File: config.mk
export PLATFORM = sky130hd
export DESIGN_NAME = mac_feeder_flat
export DESIGN_NICKNAME = d
export VERILOG_FILES = /design/src/rtl/mac_pkg.sv /design/src/rtl/mac_feeder_if.sv /design/src/rtl/mac_operand_fifo.sv /design/src/rtl/mac_feeder.sv /design/src/flat_wrapper.sv
export SDC_FILE = /design/constraint.sdc
export NUM_CORES = 1
export LEC_CHECK = 0
export CORE_ASPECT_RATIO = 0.5
export CORE_UTILIZATION = 30
export CTS_CLUSTER_DIAMETER = 150
export CTS_CLUSTER_SIZE = 10
export DETAILED_ROUTE_END_ITERATION = 10
export GPL_ROUTABILITY_DRIVEN = 0
export PLACE_DENSITY_LB_ADDON = 0.15
export SYNTH_ARGS = -nofsm -noshare
export SYNTH_HDL_FRONTEND = slang
export SYNTH_HIERARCHICAL = 1
export SYNTH_SLANG_ARGS = --single-unit
File: constraint.sdc
create_clock -name clk -period 5.5 [get_ports clk]
set_clock_uncertainty 0.15 [all_clocks]
set_input_delay 1.65 -clock clk [delete_from_list [all_inputs] [get_ports clk]]
set_output_delay 1.65 -clock clk [all_outputs]
set_load 0.03 [all_outputs]
File: src/rtl/mac_pkg.sv
// Shared types and defaults for the MAC operand feeder.
// Operand pairs travel as one packed word so the buffer stays width-agnostic.
package mac_pkg;

  localparam int OP_W        = 16;
  localparam int ACC_W       = 32;
  localparam int DEPTH_DEF   = 8;
  localparam int DRAIN_DEF   = 8;
  localparam int TIMEOUT_DEF = 64;

  typedef logic [2:0] state_t;
  localparam state_t ST_IDLE   = 3'd0;
  localparam state_t ST_STREAM = 3'd1;
  localparam state_t ST_DRAIN  = 3'd2;
  localparam state_t ST_FINAL  = 3'd3;
  localparam state_t ST_WAIT   = 3'd4;

  typedef struct packed {
    logic signed [OP_W-1:0] a;
    logic signed [OP_W-1:0] b;
  } pair_t;

endpackage

File: src/rtl/mac_feeder_if.sv
// Feeder-to-MAC link: operand/enable/finalize out, accumulated result and strobe back.
// Master is the feeder, slave is the MAC datapath.
interface mac_feeder_if;
  import mac_pkg::*;

  logic                    mac_en;
  logic                    mac_finalize;
  logic signed [OP_W-1:0]  mac_a;
  logic signed [OP_W-1:0]  mac_b;
  logic signed [ACC_W-1:0] mac_out;
  logic                    mac_out_valid;

  modport master (
    output mac_en, mac_finalize, mac_a, mac_b,
    input  mac_out, mac_out_valid
  );

  modport slave (
    input  mac_en, mac_finalize, mac_a, mac_b,
    output mac_out, mac_out_valid
  );

endinterface

File: src/rtl/mac_operand_fifo.sv
// Single-clock FIFO with registered count/full/empty; head word readable without latency.
// Writes when full and reads when empty are dropped; clr empties it in one cycle.
module mac_operand_fifo #(
  parameter  int W     = 32,
  parameter  int DEPTH = 8,
  localparam int AW    = $clog2(DEPTH),
  localparam int CW    = AW + 1
) (
  input  logic          clk,
  input  logic          rst_n,
  input  logic          clr,
  input  logic          wr_en,
  input  logic [W-1:0]  wr_dat,
  input  logic          rd_en,
  output logic [W-1:0]  rd_dat,
  output logic [CW-1:0] count,
  output logic          full,
  output logic          empty
);

  logic [W-1:0]  mem [DEPTH];
  logic [AW-1:0] wr_ptr;
  logic [AW-1:0] rd_ptr;
  logic [CW-1:0] count_nxt;
  logic          wr_ok;
  logic          rd_ok;

  assign wr_ok  = wr_en && !full;
  assign rd_ok  = rd_en && !empty;
  assign rd_dat = mem[rd_ptr];

  always_comb begin
    count_nxt = count;
    if (clr)
      count_nxt = '0;
    else if (wr_ok && !rd_ok)
      count_nxt = count + 1'b1;
    else if (rd_ok && !wr_ok)
      count_nxt = count - 1'b1;
  end

  always_ff @(posedge clk) begin
    if (wr_ok && !clr)
      mem[wr_ptr] <= wr_dat;
  end

  // DEPTH is a power of two, so the pointers wrap by plain overflow.
  always_ff @(posedge clk or negedge rst_n) begin
    if (!rst_n) begin
      wr_ptr <= '0;
      rd_ptr <= '0;
      count  <= '0;
      full   <= 1'b0;
      empty  <= 1'b1;
    end else begin
      if (clr) begin
        wr_ptr <= '0;
        rd_ptr <= '0;
      end else begin
        if (wr_ok) wr_ptr <= wr_ptr + 1'b1;
        if (rd_ok) rd_ptr <= rd_ptr + 1'b1;
      end
      count <= count_nxt;
      full  <= (count_nxt == CW'(DEPTH));
      empty <= (count_nxt == '0);
    end
  end

endmodule

File: src/rtl/mac_feeder.sv
// Buffers operand pairs, then streams them into a MAC, drains, finalizes and captures the result.
// One pair per cycle while streaming; loads accepted only when idle and not full; result wait is time-bounded.
module mac_feeder
  import mac_pkg::*;
#(
  parameter int DEPTH        = DEPTH_DEF,
  parameter int DRAIN_CYCLES = DRAIN_DEF,
  parameter int TIMEOUT      = TIMEOUT_DEF
) (
  input  logic                    clk,
  input  logic                    rst_n,
  input  logic                    wr_en,
  input  logic signed [OP_W-1:0]  wr_a,
  input  logic signed [OP_W-1:0]  wr_b,
  output logic                    full,
  input  logic                    start,
  output logic                    busy,
  output logic signed [ACC_W-1:0] result,
  output logic                    done,
  output logic                    timeout_err,
  mac_feeder_if.master            mac
);

  localparam int CW = $clog2(DEPTH) + 1;
  localparam int DW = $clog2(DRAIN_CYCLES + 1);
  localparam int TW = $clog2(TIMEOUT);

  state_t        state;
  logic [DW-1:0] dcnt;
  logic [TW-1:0] wcnt;
  logic [CW-1:0] count;
  logic          empty;
  pair_t         wr_pair;
  pair_t         head;
  logic          push;
  logic          take;
  logic          clr;
  logic          timeout_hit;

  assign wr_pair     = '{a: wr_a, b: wr_b};
  assign push        = wr_en && (state == ST_IDLE);
  assign take        = ((state == ST_IDLE) && start && (count != '0)) ||
                       ((state == ST_STREAM) && !empty);
  // Finalize drops at the first WAIT edge, so TIMEOUT-1 WAIT edges put done TIMEOUT cycles after it.
  assign timeout_hit = (wcnt == TW'(TIMEOUT - 2));
  assign clr         = (state == ST_WAIT) && (mac.mac_out_valid || timeout_hit);

  mac_operand_fifo #(
    .W     ($bits(pair_t)),
    .DEPTH (DEPTH)
  ) u_fifo (
    .clk    (clk),
    .rst_n  (rst_n),
    .clr    (clr),
    .wr_en  (push),
    .wr_dat (wr_pair),
    .rd_en  (take),
    .rd_dat (head),
    .count  (count),
    .full   (full),
    .empty  (empty)
  );

  always_ff @(posedge clk or negedge rst_n) begin
    if (!rst_n) begin
      mac.mac_en <= 1'b0;
      mac.mac_a  <= '0;
      mac.mac_b  <= '0;
    end else if (take) begin
      mac.mac_en <= 1'b1;
      mac.mac_a  <= head.a;
      mac.mac_b  <= head.b;
    end else if (state == ST_STREAM) begin
      mac.mac_en <= 1'b0;
      mac.mac_a  <= '0;
      mac.mac_b  <= '0;
    end
  end

  always_ff @(posedge clk or negedge rst_n) begin
    if (!rst_n) begin
      state            <= ST_IDLE;
      dcnt             <= '0;
      wcnt             <= '0;
      busy             <= 1'b0;
      done             <= 1'b0;
      timeout_err      <= 1'b0;
      result           <= '0;
      mac.mac_finalize <= 1'b0;
    end else begin
      done <= 1'b0;
      case (state)
        ST_IDLE: begin
          if (start) begin
            timeout_err <= 1'b0;
            if (take) begin
              state <= ST_STREAM;
              busy  <= 1'b1;
            end else begin
              done <= 1'b1;
            end
          end
        end
        ST_STREAM: begin
          if (!take) begin
            state <= ST_DRAIN;
            dcnt  <= '0;
          end
        end
        ST_DRAIN: begin
          if (dcnt == DW'(DRAIN_CYCLES - 1)) begin
            state            <= ST_FINAL;
            mac.mac_finalize <= 1'b1;
          end else begin
            dcnt <= dcnt + 1'b1;
          end
        end
        ST_FINAL: begin
          mac.mac_finalize <= 1'b0;
          state            <= ST_WAIT;
          wcnt             <= '0;
        end
        ST_WAIT: begin
          if (mac.mac_out_valid) begin
            result <= mac.mac_out;
            done   <= 1'b1;
            busy   <= 1'b0;
            state  <= ST_IDLE;
          end else if (timeout_hit) begin
            timeout_err <= 1'b1;
            done        <= 1'b1;
            busy        <= 1'b0;
            state       <= ST_IDLE;
          end else begin
            wcnt <= wcnt + 1'b1;
          end
        end
        default: begin
          state <= ST_IDLE;
          busy  <= 1'b0;
        end
      endcase
    end
  end

endmodule
File: src/flat_wrapper.sv
// flat-port wrapper written by rule: the top's interface ports become plain ports
module mac_feeder_flat import mac_pkg::*;
#(
  parameter int DEPTH        = DEPTH_DEF,
  parameter int DRAIN_CYCLES = DRAIN_DEF,
  parameter int TIMEOUT      = TIMEOUT_DEF
)
  (clk, rst_n, wr_en, wr_a, wr_b, full, start, busy, result, done, timeout_err, mac_mac_en, mac_mac_finalize, mac_mac_a, mac_mac_b, mac_mac_out, mac_mac_out_valid);
  mac_feeder_if mac_i ();
  input  logic clk;
  input  logic rst_n;
  input  logic wr_en;
  input  logic signed [OP_W-1:0] wr_a;
  input  logic signed [OP_W-1:0] wr_b;
  output logic full;
  input  logic start;
  output logic busy;
  output logic signed [ACC_W-1:0] result;
  output logic done;
  output logic timeout_err;
  output wire logic [$bits(mac_i.mac_en)-1:0] mac_mac_en;
  output wire logic [$bits(mac_i.mac_finalize)-1:0] mac_mac_finalize;
  output wire logic [$bits(mac_i.mac_a)-1:0] mac_mac_a;
  output wire logic [$bits(mac_i.mac_b)-1:0] mac_mac_b;
  input wire logic [$bits(mac_i.mac_out)-1:0] mac_mac_out;
  input wire logic [$bits(mac_i.mac_out_valid)-1:0] mac_mac_out_valid;
  assign mac_mac_en = mac_i.mac_en;
  assign mac_mac_finalize = mac_i.mac_finalize;
  assign mac_mac_a = mac_i.mac_a;
  assign mac_mac_b = mac_i.mac_b;
  assign mac_i.mac_out = mac_mac_out;
  assign mac_i.mac_out_valid = mac_mac_out_valid;
  mac_feeder #(.DEPTH(DEPTH), .DRAIN_CYCLES(DRAIN_CYCLES), .TIMEOUT(TIMEOUT)) u_core (.clk(clk), .rst_n(rst_n), .wr_en(wr_en), .wr_a(wr_a), .wr_b(wr_b), .full(full), .start(start), .busy(busy), .result(result), .done(done), .timeout_err(timeout_err), .mac(mac_i));
endmodule
==> impl_metrics.env <==
export IMPL_grt_pass1_vias=8331
export IMPL_synth_distinct_cells=52
export IMPL_critical_path_class="input port to flop"
export IMPL_cp_slowest_cell="or3_1"
export IMPL_insertion_delay_ns=0.56
export IMPL_fin_setup_tns_ns=0
export IMPL_vias=7936
export IMPL_setup_violations_final=0
export IMPL_synth_async_reset_ratio_pct=26.9
export IMPL_met2_usage_pct=22.0
export IMPL_holdPathStages=1
export IMPL_endpoint_kind="flop"
export IMPL_ant_nets=0
export IMPL_grt_busiest_layer="met2"
export IMPL_fin_crit_sh_pct=72.5
export IMPL_syn_avg_cell_area_um2=17.7
export IMPL_fin_nets=1042
export IMPL_yosysSeqAreaShare_pct=69.7
export IMPL_startpoint_type="input port"
export IMPL_remaining_drc_errors=0
export IMPL_crit_chain="clkdlybuf4s50_1 -> a31oi_1 -> nor2_1 -> buf_4 -> or3_1 -> nor2_4 -> buf_12"
export IMPL_ff2ff_path_depth=8
export IMPL_powerDensity_mw_per_mm2=554
export IMPL_die_y_um=157
export IMPL_cts_resized=0
export IMPL_worstPathRequired_ns=5.58
export IMPL_status="finished clean"
export IMPL_fin_crit_ns=3.99
export IMPL_worst_hold_path_type="flop to flop"
export IMPL_cts_tree="yes"
export IMPL_dp_hpwl_um=18800
export IMPL_holdPathEnd="u_core/result[19]$_DFFE_PN0P_"
export IMPL_viasPerCell=4.85
export IMPL_cts_buffer_depth=3
export IMPL_htreeDepth=2
export IMPL_p_total_mw=9.78
export IMPL_yosys_warnings=6
export IMPL_start_util_pct=30.6
export IMPL_num_rows=56
export IMPL_synth_edff_count=256
export IMPL_io_buffer_count=138
export IMPL_startpoint="mac_mac_out_valid"
export IMPL_core_region_area_mm2=0.0471
export IMPL_crit_buf_inv=3
export IMPL_grt_overflow=0
export IMPL_reg2reg_to="u_core/u_fifo/full$_DFF_PN0_"
export IMPL_postCtsSetupBuffers=0
export IMPL_max_cap_violations=0
export IMPL_met3_usage_pct=2.79
export IMPL_synth_flop_cell="edfxtp_1"
export IMPL_cellLeakagePower_nw=6.07
export IMPL_ys_seq_elements=350
export IMPL_finalMaxSlewViolations=0
export IMPL_grtUsageMet1_pct=17.7
export IMPL_cts_made_buffers=40
export IMPL_area_growth_pct=22.5
export IMPL_path_delay_family="simple AND/OR/NAND/NOR gates"
export IMPL_die_area_mm2=0.0490
export IMPL_grt_usage_pct=13.2
export IMPL_antenna_found_initial=1
export IMPL_syn_inst=814
export IMPL_worst_pin_slew_ns=0.997
export IMPL_rsz0062_at_grt="false"
export IMPL_cp_arrival_ns=4.07
export IMPL_hold_viol_final=0
export IMPL_ctsRootBufferMaster="clkbuf_16"
export IMPL_hold_buffers=0
export IMPL_max_freq_ghz=0.251
export IMPL_boundaryPins=139
export IMPL_syn_num_nets=890
export IMPL_clkSlewWorstSetupHoldPaths_ns=0.06
export IMPL_reg2reg_slack_ns=2.21
export IMPL_grt_max_degree=40
export IMPL_grt_pass1_wl_um=49900
export IMPL_wirelength_um=32200
export IMPL_worstHoldStart="u_core/result[19]$_DFFE_PN0P_"
export IMPL_wl_per_cell_um=19.7
export IMPL_drt_iter0_markers=509
export IMPL_critPathMaxFanout=19
export IMPL_cpPeakStageDelay_ns=0.51
export IMPL_drive_gt1_share_pct=19.8
export IMPL_slew_headroom_pct=33.5
export IMPL_r2r_start="u_core/state[0]$_DFFE_PN0P_"
export IMPL_cts_sinks=350
export IMPL_first_pass_iters=5
export IMPL_die_w_um=312
export IMPL_vdd_drop_max_mv=0.426
export IMPL_synth_area_mm2=0.0144
-- placed cells by master (no fill, tap or decap), types with 2 or more instances in the layout --
| cell type | n |
|---|---|
| o21a_1 | 2 |
| nand3_2 | 10 |
| nor3b_1 | 3 |
| a21oi_1 | 45 |
| nor2b_1 | 3 |
| nand3b_1 | 2 |
| buf_4 | 22 |
| mux2i_1 | 3 |
| nand3_1 | 33 |
| clkinv_16 | 2 |
| xnor2_1 | 4 |
| xor2_1 | 3 |
| nor2_4 | 6 |
| or3_1 | 2 |
| mux4_2 | 44 |
| a221o_1 | 32 |
| clkbuf_16 | 40 |
| mux4_1 | 20 |
| or2_2 | 2 |
| a31oi_1 | 6 |
| clkbuf_1 | 29 |
| dfrtp_1 | 91 |
| o21ai_0 | 8 |
| nor4b_2 | 2 |
| and3_1 | 2 |
| nand2b_1 | 6 |
| mux2_2 | 58 |
| inv_1 | 9 |
| nor3_2 | 2 |
| nand2_1 | 58 |
| nor3_1 | 6 |
| clkdlybuf4s50_1 | 137 |
| edfxtp_1 | 256 |
| ha_1 | 7 |
| mux2_1 | 8 |
| nor2_1 | 14 |
-- final cells by class --
type,count,area (um^2)
Fill cell,4396,29400
Sequential cell,350,10000
Multi-Input combinational cell,405,4030
Timing Repair Buffer,160,1560
Clock buffer,69,1110
Tap cell,638,798
Clock inverter,3,68.8
Inverter,9,33.8
Antenna cell,1,2.50
-- worst register-to-register path, cell delays in order (launching register included) --
cell,delay (ns)
dfrtp_1,0.86
buf_4,0.46
nand2b_1,0.09
a21oi_1,0.21
nor2b_1,0.57
nor3_1,0.09
a31oi_1,0.22
mux2_2,0.37
nor3b_1,0.14
-- worst max path at each step --
stage / slack, ns / depth (start not counted) / to
global route: 1.43 / 7 / u_core/u_fifo/mem[0][25]$_DFFE_PP_
floorplan: 0.16 / 5 / u_core/u_fifo/mem[0][0]$_DFFE_PP_
finish: 1.51 / 7 / u_core/u_fifo/mem[4][26]$_DFFE_PP_
detailed placement: 0.99 / 7 / u_core/u_fifo/mem[4][29]$_DFFE_PP_
global placement: 1.03 / 7 / u_core/u_fifo/mem[4][29]$_DFFE_PP_
CTS: 1.55 / 7 / u_core/u_fifo/mem[4][26]$_DFFE_PP_
-- through the flow --
stage                     util, %  setup slack (ns)  cells  cell area, um^2  hold slack, ns
after floorplan                 -             0.158    814            14400           0.293
after global placement       35.0              1.03   1562            16500           0.316
after detailed placement     35.0             0.992   1562            16500           0.324
after CTS                    37.5              1.55   1634            17600           0.338
after global routing         37.5              1.43   1635            17600           0.348
final                        37.5              1.51   1635            17600           0.334
-- registers in the layout, summed over array words and instances, names as in the netlist, 3 cells and up --
register	cells
u_core/wcnt	6
u_core/dcnt	4
u_core/u_fifo/rd_ptr	3
u_core/u_fifo/wr_ptr	3
u_core/state	3
u_core/mac.mac_b	16
u_core/u_fifo/mem	256
u_core/result	32
u_core/mac.mac_a	16
u_core/u_fifo/count	4
-- layer usage --
metal	vias up	wire, um
li1	3552	-
met1	4150	14800
met2	194	15300
met3	40	1570
met4	0	520
met5	-	0
-- cell families after synthesis --
logic type,synth area share [%]
flops,69.7
simple gates,5.58
mux,15.9
compound gates,5.10
buf+inv,2.70
xor+xnor,0.426
fa+ha+maj,0.608
-- synth_stat cells (all sizes together), types with 4 or more instances --
master,count,area (um^2)
buf,36,295
nand2,58,218
ha,7,87.6
edfxtp,256,7690
clkbuf,14,60.1
mux2,66,743
a221o,32,320
nor3,9,56.3
mux4,64,1520
inv,9,33.8
nand3,43,265
xnor2,4,35.0
o21ai,8,40.0
dfrtp,93,2330
nor2,21,81.3
a31oi,6,37.5
a21oi,45,225
nand2b,6,37.5
-- where the power goes --
part	internal [mW]	switching [mW]
Combinational	1.64	1.93
Clock	1.38	1.05
Sequential	3.35	0.443
No activity file was read; power rests on OpenSTA's default activity.
